`config.mk`:
```
export PLATFORM = sky130hd
export DESIGN_NAME = data_mem_arbiter
export DESIGN_NICKNAME = d
export VERILOG_FILES = /design/src/rtl/data_mem_arbiter.sv
export SDC_FILE = /design/constraint.sdc
export NUM_CORES = 1
export LEC_CHECK = 0
export BUFFER_PORTS_ARGS = -buffer_cell sky130_fd_sc_hd__buf_2
export CAP_MARGIN = 20
export CORE_MARGIN = 2
export CORE_UTILIZATION = 38
export CTS_CLUSTER_DIAMETER = 50
export DETAILED_ROUTE_END_ITERATION = 12
export HOLD_SLACK_MARGIN = 0.03
export PLACE_DENSITY = 0.85
export RECOVER_POWER = 100
export SYNTH_ARGS = -nofsm -noshare
export SYNTH_HDL_FRONTEND = slang
export SYNTH_SLANG_ARGS = --single-unit
```
`constraint.sdc`:
```
create_clock -name clk_i -period 3 [get_ports clk_i]
set_input_delay 0.45 -clock clk_i [delete_from_list [all_inputs] [get_ports clk_i]]
set_output_delay 0.45 -clock clk_i [all_outputs]
set_load 0.1 [all_outputs]
```
`src/rtl/data_mem_arbiter.sv`:
```
// Arbitrates the shared data memory between the core MEM stage and a host/loader port.
// Core has priority; host gets a starvation cap and an optional exclusive lock mode.
module data_mem_arbiter #(
    parameter int ADDR_W   = 5,
    parameter int DATA_W   = 8,
    parameter int MAX_WAIT = 4
) (
    input  logic              clk_i,
    input  logic              reset_i,
    input  logic              core_req_i,
    input  logic              core_we_i,
    input  logic [ADDR_W-1:0] core_addr_i,
    input  logic [DATA_W-1:0] core_wdata_i,
    output logic              core_stall_o,
    output logic [DATA_W-1:0] core_rdata_o,
    input  logic              host_req_i,
    input  logic              host_we_i,
    input  logic [ADDR_W-1:0] host_addr_i,
    input  logic [DATA_W-1:0] host_wdata_i,
    input  logic              host_lock_i,
    output logic              host_gnt_o,
    output logic [DATA_W-1:0] host_rdata_o,
    output logic              host_rvalid_o,
    output logic              mem_we_o,
    output logic [ADDR_W-1:0] mem_raddr_o,
    output logic [ADDR_W-1:0] mem_waddr_o,
    output logic [DATA_W-1:0] mem_wdata_o,
    input  logic [DATA_W-1:0] mem_rdata_i
);
    localparam int WAIT_W = (MAX_WAIT < 1) ? 1 : $clog2(MAX_WAIT + 1);

    typedef enum logic {SHARED, LOCKED} state_t;

    state_t             state_q, state_d;
    logic [WAIT_W-1:0]  host_wait_q, host_wait_d;
    logic [DATA_W-1:0]  host_rdata_q, host_rdata_d;
    logic               host_rvalid_q, host_rvalid_d;
    logic               locked_eff, host_at_cap, gnt_host, gnt_core;

    always_ff @(posedge clk_i) begin
        if (reset_i) begin
            state_q       <= SHARED;
            host_wait_q   <= '0;
            host_rvalid_q <= 1'b0;
            host_rdata_q  <= '0;
        end else begin
            state_q       <= state_d;
            host_wait_q   <= host_wait_d;
            host_rvalid_q <= host_rvalid_d;
            host_rdata_q  <= host_rdata_d;
        end
    end

    always_comb begin
        // In the reset cycle the registered state is ignored: plain SHARED rules, wait = 0.
        locked_eff    = !reset_i && (state_q == LOCKED) && host_lock_i;
        host_at_cap   = !reset_i && (host_wait_q == WAIT_W'(MAX_WAIT));
        gnt_host      = 1'b0;
        gnt_core      = 1'b0;
        mem_we_o      = 1'b0;
        mem_raddr_o   = '0;
        mem_waddr_o   = '0;
        mem_wdata_o   = '0;
        state_d       = state_q;
        host_wait_d   = host_wait_q;
        host_rvalid_d = 1'b0;
        host_rdata_d  = host_rdata_q;

        if (locked_eff) begin
            gnt_host = host_req_i;
        end else if (host_req_i && (host_at_cap || !core_req_i)) begin
            gnt_host = 1'b1;
        end else if (core_req_i) begin
            gnt_core = 1'b1;
        end

        if (gnt_host) begin
            mem_we_o    = host_we_i;
            mem_raddr_o = host_addr_i;
            mem_waddr_o = host_addr_i;
            mem_wdata_o = host_wdata_i;
        end else if (gnt_core) begin
            mem_we_o    = core_we_i;
            mem_raddr_o = core_addr_i;
            mem_waddr_o = core_addr_i;
            mem_wdata_o = core_wdata_i;
        end

        if (gnt_host || !host_req_i) begin
            host_wait_d = '0;
        end else if (!host_at_cap) begin
            host_wait_d = (reset_i ? '0 : host_wait_q) + WAIT_W'(1);
        end

        // Lock is only taken on a host grant; dropping host_lock releases it immediately.
        if (locked_eff) begin
            state_d = LOCKED;
        end else begin
            state_d = (gnt_host && host_lock_i) ? LOCKED : SHARED;
        end

        if (gnt_host && !host_we_i) begin
            host_rvalid_d = 1'b1;
            host_rdata_d  = mem_rdata_i;
        end
    end

    assign core_stall_o  = core_req_i && !gnt_core;
    assign core_rdata_o  = mem_rdata_i;
    assign host_gnt_o    = gnt_host;
    assign host_rdata_o  = host_rdata_q;
    assign host_rvalid_o = host_rvalid_q;

endmodule

```
==> flow_metrics.py, run 1 <==
metrics = {
    "global_route": {
        "grt_pass1_wl_um": 3520,
        "use_met2_pct": 34.4,
        "first_global_vias": 778,
        "grt_util_met3_pct": 5.15,
        "grt_max_degree": 16,
        "antenna_found_initial": 0,
        "grt_overflow": 0,
        "grt.busiest_layer": "met2",
        "gr-usage-all-layers_pct": 18.6,
        "grt_util_met1_pct": 19.9,
    },
    "route": {
        "wire_per_inst_um": 13.7,
        "dr.pass1.iters": 4,
        "first_iter_violations": 13,
        "via_count": 807,
        "drc": 0,
        "routed_wl_um": 2300,
        "detail-route-antenna-nets": 0,
        "drt-vias-per-instance": 4.80,
    },
    "cells_and_area": {
        "area_growth_pct": 37.6,
        "final_layout_size_suffix_gt1_share_pct": 50.4,
        "nets": 184,
        "seqCellArea_um2": 260,
        "antenna_cells": 0,
        "fillerInstances": 195,
        "multi_input_area_um2": 389,
    },
    "timing": {
        "slew_headroom_pct": 21.4,
        "setup-violations-final": 0,
        "period_needed_ns": 2.54,
        "rsz0062_at_grt": "no",
        "maxSlewViolCount": 0,
        "clock_skew_ns": 0.00136,
        "holdWs_ns": 0.399,
        "min_period_over_period_pct": 84.6,
        "fmax_mhz": 394,
        "tightest_slew_ns": 1.18,
        "finalHoldViolCount": 0,
        "fin_setup_tns_ns": 0,
    },
    "critical_path": {
        "crit_family": "compound AO/OA/AOI/OAI gates",
        "crit_required_ns": 2.55,
        "start_kind": "primary input",
        "max_stage_delay_ns": 0.53,
        "crit_path_end_kind": "output pin",
        "r2r-start": "host_wait_q[2]$_SDFFE_PP0N_",
        "path_class": "in -> out",
        "arrival_ns": 2.09,
        "path_buf_inv": 2,
        "worstPathCellList": "buf_2 > and2b_4 > a21oi_2 > a22o_1 > clkbuf_2",
        "reg2reg_depth": 4,
        "r2r_end": "host_rdata_o[5]$_SDFFE_PP0P_",
        "reg2reg_slack_ns": 1.36,
        "cp_slowest_cell": "a21oi_2",
        "crit_fanout": 15,
    },
    "synthesis": {
        "synth_top_flop_cell": "dfxtp_1",
        "yosysWarnings": 0,
        "synth_cells": 75,
        "yosysUniqueCellTypes": 23,
        "netlist.area_leader.share_pct": 33.0,
        "synthArstFlopShare_pct": 0,
        "yosysTopAreaCell": "dfxtp_1",
        "ys_seq_elements": 13,
        "synth_top_cells_by_area": "dfxtp_1, a22o_1, buf_4",
        "syn_area_per_cell_um2": 10.5,
        "synth_common_cells": "a22o_1, buf_4, dfxtp_1",
        "synth-edff-count": 0,
        "netlist_area_um2": 790,
        "ys_seq_area_share_pct": 33.0,
        "syn_nets": 117,
        "yosysMostFrequentCell": "a22o_1",
    },
    "clock_network": {
        "path_clk_slew_ns": 0.07,
        "root_buffer": "clkbuf_4",
        "clockBufferDepth": 2,
        "cts_inserted_buffers": 3,
        "cts_hold_buffers": 0,
        "cts_setup_buffers": 0,
        "clkLatencyLatePin_ns": 0.27,
        "cts-resized-gates": 0,
        "cts_tree": "done",
        "htreeDepth": 1,
        "cts.sinks": 13,
    },
    "pwr": {
        "pwr-share-comb_pct": 54.1,
        "p_clk_share_pct": 16.7,
        "peakVddDrop_mv": 0.311,
        "cellPowerDensity_mw_per_mm2": 571,
        "p_int_w": 0.000285,
        "p_sw_share_pct": 54.0,
        "p_leak_nw": 0.571,
        "power_switching_w": 0.000335,
        "seqPwrFrac_pct": 29.2,
    },
    "place": {
        "place_congestion": 0.757,
        "numPortBuffers": 78,
        "dp_hpwl_um": 1900,
    },
    "hold_path": {
        "hold_class": "in -> reg",
        "hp-start": "mem_rdata_i[2]",
        "min_path_cells": 2,
        "holdPathEnd": "host_rdata_o[2]$_SDFFE_PP0P_",
    },
    "die": {
        "start_util_pct": 40.2,
        "core_area_mm2": 0.00196,
        "io_pins": 79,
        "rows": 16,
        "die_y_um": 49.6,
        "die-width_um": 49.6,
        "die-area_mm2": 0.00246,
    },
    "flow_run": {
        "maxCapViolations": 0,
    },
    "status": {
        "status": "finished, final reports clean",
    },
}
[cell families after synthesis]
family / Yosys count / share of synthesized area [%]
compound gates: 26 / 31.1
xor+xnor: 1 / 1.11
fa+ha+maj: 1 / 1.58
buf+inv: 18 / 17.1
flops: 13 / 33.0
simple gates: 16 / 16.2
[state kept, by name, indices dropped and copies added, names as in the netlist]
signal and flops:
host_rdata_o 8, host_wait_q 3, host_rvalid_o 1, state_q 1
[worst register-to-register path, stage by stage (launching register included)]
cell     delay [ns]
dfxtp_1        0.36
or3b_1         0.38
nand3_1        0.24
and3_1         0.41
a22o_1         0.19
[metal layers]
| metal | share of wire [%] | routed length, um |
|---|---|---|
| met1 | 39 | 892 |
| met2 | 55 | 1260 |
| met3 | 4.2 | 97 |
| met4 | 1.9 | 44 |
| met5 | 0 | 0 |
[power by group through the flow]
| stage | logic (W) | clock network, W | registers (W) |
|---|---|---|---|
| after floorplan | 0.000260 | 0 | 0.000214 |
| after global placement | 0.000334 | 0 | 0.000184 |
| after detailed placement | 0.000338 | 0 | 0.000185 |
| after CTS | 0.000339 | 0.000108 | 0.000181 |
| after global routing | 0.000345 | 0.000117 | 0.000182 |
| final | 0.000336 | 0.000104 | 0.000181 |
[cell type report]
class / count / share of cell area [%]
clock buffers: 4 / 2.42
inverters: 2 / 0.691
multi-input cells: 44 / 35.8
flip-flops and latches: 13 / 24.0
well taps: 27 / 3.11
repair buffers: 78 / 34.0
[metrics by stage]
stage | instances | power (W) | utilization (%) | worst slack, ns | area (um^2)
finish | 168 | 0.000620 | 55.4 | 0.463 | 1090
global route | 168 | 0.000643 | 55.4 | 0.352 | 1090
CTS | 168 | 0.000628 | 56.7 | 0.525 | 1110
detailed placement | 164 | 0.000523 | 55.4 | 0.525 | 1090
global placement | 164 | 0.000519 | 55.4 | 0.602 | 1090
floorplan | 75 | 0.000475 | - | 0.151 | 790
[placed cells by master (no fill, tap or decap), drive strengths merged]
cell     n
clkbuf  42
a21oi    2
and2b    2
or3b     1
nor3     3
nand2b   1
a31oi    1
nor2b    2
buf     40
and3     1
dfxtp   13
nand2    2
inv      2
ha       1
nand3b   1
nand3    1
xnor2    1
nor3b    2
a22o    23
[worst max-delay path by stage]
stage	from	to	slack, ns	depth (start not counted)
final	reset_i	mem_waddr_o[0]	0.46	5
after global placement	reset_i	mem_waddr_o[0]	0.60	5
after global routing	reset_i	mem_raddr_o[0]	0.35	5
after CTS	reset_i	mem_raddr_o[3]	0.52	5
after detailed placement	reset_i	mem_raddr_o[3]	0.53	5
after floorplan	host_wait_q[2]$_SDFFE_PP0N_	mem_waddr_o[1]	0.15	5
Note: power is estimated with default switching activity, not from simulation.
==> run 2: changes to the inputs <==
- CORE_UTILIZATION: 38 -> 31
- PLACE_DENSITY: 0.85 -> 0.74
- clock period: 3 -> 2.1 ns (I/O delays scaled with it)
==> run 2 against run 1 <==
Net effect: combinational power rose by 64%; worst setup slack got worse by 0.35 ns; sequential power rose by 43%; final cell count rose by 2.4%; global-route usage fell by 2.7 points; flip-flop and latch count did not move; count of clock-buffer cells in the layout did not move; sequential share of layout area fell by 3.9 points; worst hold slack got worse by 0.13 ns; first-iteration DRC count fell by 92%; routed wire length rose by 3.7%; total power rose by 54%; highest routed layer unchanged.
==> flow_metrics.py, run 2 (synthesis gave the netlist of run 1 again) <==
metrics = {
    "cells_and_area": {
        "instances_no_fill": 172,
        "area_growth_pct": 64.7,
        "layout_commonest_cell": "buf_2",
        "antenna_cells": 0,
        "nets": 185,
        "seqCellArea_um2": 260,
        "multi_input_area_um2": 425,
        "layout_common_cells": "buf_2, clkbuf_1, dfxtp_1, a22o_1, buf_6",
        "largest_reg_flops": 8,
        "final_layout_size_suffix_gt1_share_pct": 59.9,
        "final_core_util_pct": 53.0,
        "fillerInstances": 249,
    },
    "place": {
        "dp_hpwl_um": 2120,
        "place_ws_ns": 0.280,
        "numPortBuffers": 78,
        "place_congestion": 0.698,
        "dp_cells": 168,
    },
    "pwr": {
        "cellPowerDensity_mw_per_mm2": 736,
        "peakVddDrop_mv": 0.407,
        "p_leak_nw": 0.642,
    },
    "global_route": {
        "first_global_vias": 798,
        "gr-usage-all-layers_pct": 15.9,
        "grt_max_degree": 16,
        "antenna_found_initial": 0,
        "grt_pass1_wl_um": 3350,
        "grt_overflow": 0,
    },
    "route": {
        "routed_wl_um": 2380,
        "dr.pass1.iters": 2,
        "via_count": 831,
        "detail-route-antenna-nets": 0,
        "drc": 0,
        "drt-vias-per-instance": 4.83,
        "wire_per_inst_um": 13.8,
        "first_iter_violations": 1,
    },
    "clock_network": {
        "root_buffer": "clkbuf_4",
        "cts_hold_buffers": 0,
        "clockBufferDepth": 2,
        "cts_setup_buffers": 0,
        "cts_tree": "done",
        "cts_inserted_buffers": 3,
        "htreeDepth": 1,
        "clkLatencyLatePin_ns": 0.27,
        "path_clk_slew_ns": 0.07,
        "cts-resized-gates": 0,
        "cts.sinks": 13,
    },
    "hold_path": {
        "min_path_cells": 2,
        "hold_class": "in -> reg",
        "hp-start": "mem_rdata_i[5]",
        "holdPathEnd": "host_rdata_o[5]$_SDFFE_PP0P_",
    },
    "die": {
        "rows": 18,
        "die_y_um": 54.5,
        "start_util_pct": 32.2,
        "die-width_um": 54.5,
        "io_pins": 79,
        "die-area_mm2": 0.00297,
        "core_area_mm2": 0.00245,
    },
    "timing": {
        "fmax_mhz": 504,
        "clock_skew_ns": 0.00213,
        "finalHoldViolCount": 0,
        "rsz0062_at_grt": "no",
        "setup-violations-final": 0,
        "maxSlewViolCount": 0,
        "tightest_slew_ns": 1.17,
        "period_needed_ns": 1.98,
        "layout_setup_ws_ns": 0.117,
        "holdWs_ns": 0.270,
        "min_period_over_period_pct": 94.4,
        "slew_headroom_pct": 22.0,
    },
    "critical_path": {
        "r2r_end": "host_rdata_o[4]$_SDFFE_PP0P_",
        "path_class": "reg -> out",
        "start_kind": "flop",
        "r2r-start": "host_wait_q[0]$_SDFFE_PP0N_",
        "crit_required_ns": 1.78,
        "reg2reg_slack_ns": 0.47,
        "crit_fanout": 15,
        "crit_path_end_kind": "output pin",
        "arrival_ns": 1.67,
        "reg2reg_depth": 4,
    },
    "status": {
        "status": "finished, final reports clean",
    },
    "flow_run": {
        "maxCapViolations": 0,
    },
}
run 2: per-stage QoR:
stage,TNS (ns),total power [W],cell area [um^2]
global route,0,0.000991,1300
detailed placement,0,0.000872,1430
global placement,0,0.000865,1430
finish,0,0.000956,1300
floorplan,-0.152,0.000688,830
CTS,0,0.00103,1460
run 2: metal layers:
| metal | up-vias | part of all wire [%] | GRT usage (%) |
|---|---|---|---|
| li1 | 402 | - | - |
| met1 | 369 | 34 | 14.3 |
| met2 | 58 | 55 | 31.7 |
| met3 | 2 | 11 | 4.64 |
| met4 | 0 | 0.50 | 7.50 |
| met5 | - | 0 | 0 |
run 2: worst max path at each step:
stage / startpoint / end / slack (ns) / depth (start not counted)
finish: host_wait_q[2]$_SDFFE_PP0N_ / host_gnt_o / 0.12 / 3
global route: host_wait_q[2]$_SDFFE_PP0N_ / host_gnt_o / 0.04 / 3
CTS: host_wait_q[2]$_SDFFE_PP0N_ / host_gnt_o / 0.12 / 3
detailed placement: reset_i / mem_raddr_o[4] / 0.28 / 5
global placement: reset_i / mem_waddr_o[1] / 0.31 / 5
floorplan: host_wait_q[0]$_SDFFE_PP0N_ / mem_waddr_o[1] / -0.15 / 5
run 2: where the power goes:
part / switching, W / total, W / leakage, nW / internal (W)
clock network: 0.0000741 / 0.000148 / 0.0150 / 0.0000734
registers: 0.00000460 / 0.000258 / 0.106 / 0.000254
logic: 0.000409 / 0.000550 / 0.522 / 0.000141
run 2: final cells by class:
class / count / share of cell area [%]
sequential: 13 / 20.0
tap: 30 / 2.89
timing repair buffer: 79 / 41.8
inverter: 2 / 0.577
clock buffer: 4 / 2.02
multi-input combinational: 44 / 32.7
run 2: worst max-delay path, cell delays in order (launching register included):
cell and delay (ns):
dfxtp_1 0.36, nor3b_2 0.27, a22o_4 0.28, clkbuf_2 0.48
==> run 3: changes to the inputs <==
- CORE_UTILIZATION: 31 -> 35
- PLACE_DENSITY: 0.74 -> 0.79
- clock period: 2.1 -> 1.9 ns (I/O delays scaled with it)
==> run 3 against run 2 <==
Net effect: the flow now finishes with violations (setup timing); final cell count rose by 2.3%; worst hold slack worse by 0.024 ns; non-clock buffer count rose by 5; global-route usage increased by 4.2 points; cell area rose by 24%; via count is 6.7% higher; critical path depth is 2 higher; critical path type unchanged; highest routed layer unchanged.
==> flow_metrics.py, run 3 (synthesis gave the netlist of run 1 again) <==
metrics = {
    "status": {
        "status": "finished, violations left",
        "violations": "setup timing",
    },
    "critical_path": {
        "cp_slowest_cell": "dfxtp_2",
        "crit_required_ns": 1.62,
        "crit_path_end_kind": "output pin",
        "path_class": "reg -> out",
        "start_kind": "flop",
        "arrival_ns": 1.64,
        "max_stage_delay_ns": 0.35,
        "r2r-start": "host_wait_q[2]$_SDFFE_PP0N_",
        "crit_family": "compound AO/OA/AOI/OAI gates",
        "crit_start": "host_wait_q[0]$_SDFFE_PP0N_",
        "worstPathCellList": "nor3b_4 > buf_4 > a22o_4 > a22o_1 > buf_12",
        "crit_fanout": 8,
        "path_buf_inv": 2,
    },
    "route": {
        "detail-route-antenna-nets": 0,
        "dr.pass1.iters": 4,
        "routed_wl_um": 2840,
        "via_count": 887,
        "drc": 0,
        "drt-vias-per-instance": 5.04,
        "wire_per_inst_um": 16.2,
        "first_iter_violations": 18,
    },
    "clock_network": {
        "cts.sinks": 13,
        "cts_tree": "done",
        "cts_hold_buffers": 0,
        "clkLatencyLatePin_ns": 0.27,
        "clockBufferDepth": 2,
        "path_clk_slew_ns": 0.07,
        "htreeDepth": 1,
        "root_buffer": "clkbuf_4",
        "cts_inserted_buffers": 3,
    },
    "timing": {
        "finalHoldViolCount": 0,
        "min_period_over_period_pct": 101,
        "slew_headroom_pct": 21.9,
        "rsz0062_at_grt": "yes",
        "setup-violations-final": 11,
        "tightest_slew_ns": 1.18,
        "fmax_mhz": 519,
        "period_needed_ns": 1.93,
        "layout_setup_ws_ns": -0.0263,
        "holdWs_ns": 0.246,
        "maxSlewViolCount": 0,
        "clock_skew_ns": 0.00462,
    },
    "global_route": {
        "antenna_found_initial": 0,
        "grt_pass1_wl_um": 3890,
        "grt_max_degree": 16,
        "first_global_vias": 875,
        "grt_overflow": 0,
        "gr-usage-all-layers_pct": 20.1,
    },
    "die": {
        "rows": 17,
        "core_area_mm2": 0.00217,
        "die-width_um": 51.5,
        "die_y_um": 51.5,
        "die-area_mm2": 0.00265,
        "io_pins": 79,
        "start_util_pct": 36.4,
    },
    "pwr": {
        "p_sw_share_pct": 48.9,
        "p_clk_share_pct": 13.9,
        "peakVddDrop_mv": 0.492,
        "pwr-share-comb_pct": 61.3,
        "power_switching_w": 0.000565,
        "cellPowerDensity_mw_per_mm2": 718,
        "seqPwrFrac_pct": 24.8,
        "p_int_w": 0.000590,
        "fin_total_pwr_w": 0.00115,
        "p_leak_nw": 0.805,
    },
    "place": {
        "numPortBuffers": 78,
        "place_congestion": 0.739,
        "dp_hpwl_um": 2080,
    },
    "cells_and_area": {
        "layout_commonest_cell": "buf_2",
        "layout_common_cells": "buf_2, buf_12, a22o_4, a22o_1, dfxtp_1",
        "final_layout_size_suffix_gt1_share_pct": 70.9,
        "nets": 191,
        "antenna_cells": 0,
        "fillerInstances": 151,
        "largest_reg_flops": 8,
        "multi_input_area_um2": 531,
        "seqCellArea_um2": 264,
        "area_growth_pct": 104,
    },
    "flow_run": {
        "maxCapViolations": 0,
    },
    "hold_path": {
        "hp-start": "mem_rdata_i[1]",
        "hold_class": "in -> reg",
    },
}
## run 3: power by group through the flow
stage	clock network (W)	registers, W	logic, W
floorplan	0	0.000339	0.000431
global placement	0	0.000291	0.000673
detailed placement	0	0.000292	0.000679
CTS	0.000169	0.000286	0.000680
global route	0.000185	0.000287	0.000726
finish	0.000161	0.000286	0.000708
## run 3: final cells by class
cell class                      count  share of cell area (%)
Inverter                            2                   0.467
Clock buffer                        4                    1.63
Timing Repair Buffer               84                    46.3
Tap cell                           28                    2.18
Sequential cell                    13                    16.4
Multi-Input combinational cell     45                    33.0
## run 3: worst paths after layout
kind                                  endpoint  slack, ns  depth (start not counted)
hold reg to reg   host_rdata_o[1]$_SDFFE_PP0P_       0.47                          1
setup / recovery                mem_wdata_o[7]      -0.03                          5
setup reg to reg  host_rdata_o[4]$_SDFFE_PP0P_       0.32                          5
hold / removal    host_rdata_o[1]$_SDFFE_PP0P_       0.25                          2
## run 3: per-stage QoR
stage	TNS (ns)	utilization (%)	worst slack, ns	cells	cell area (um^2)
after floorplan	-0.0496	-	-0.0200	75	857
after global placement	0	67.1	0.157	166	1460
after detailed placement	0	67.1	0.133	166	1460
after CTS	0	68.6	0.00129	170	1490
after global routing	-0.979	74.1	-0.0889	176	1610
final	-0.120	74.1	-0.0263	176	1610
## run 3: metal layers
layer / GRT usage [%] / wire, um
met1: 19.0 / 923
met2: 40.0 / 1600
met3: 4.02 / 272
met4: 10.5 / 44
met5: 0 / 0
## run 3: timing repair
action                                 4_1_cts  5_1_grt
setup endpoints to repair                   10       19
endpoints found under the hold margin        0        0
pin swaps                                    1       14
buffers inserted                             0        4
gates cloned                                 0        2
gates resized for setup                      1       16
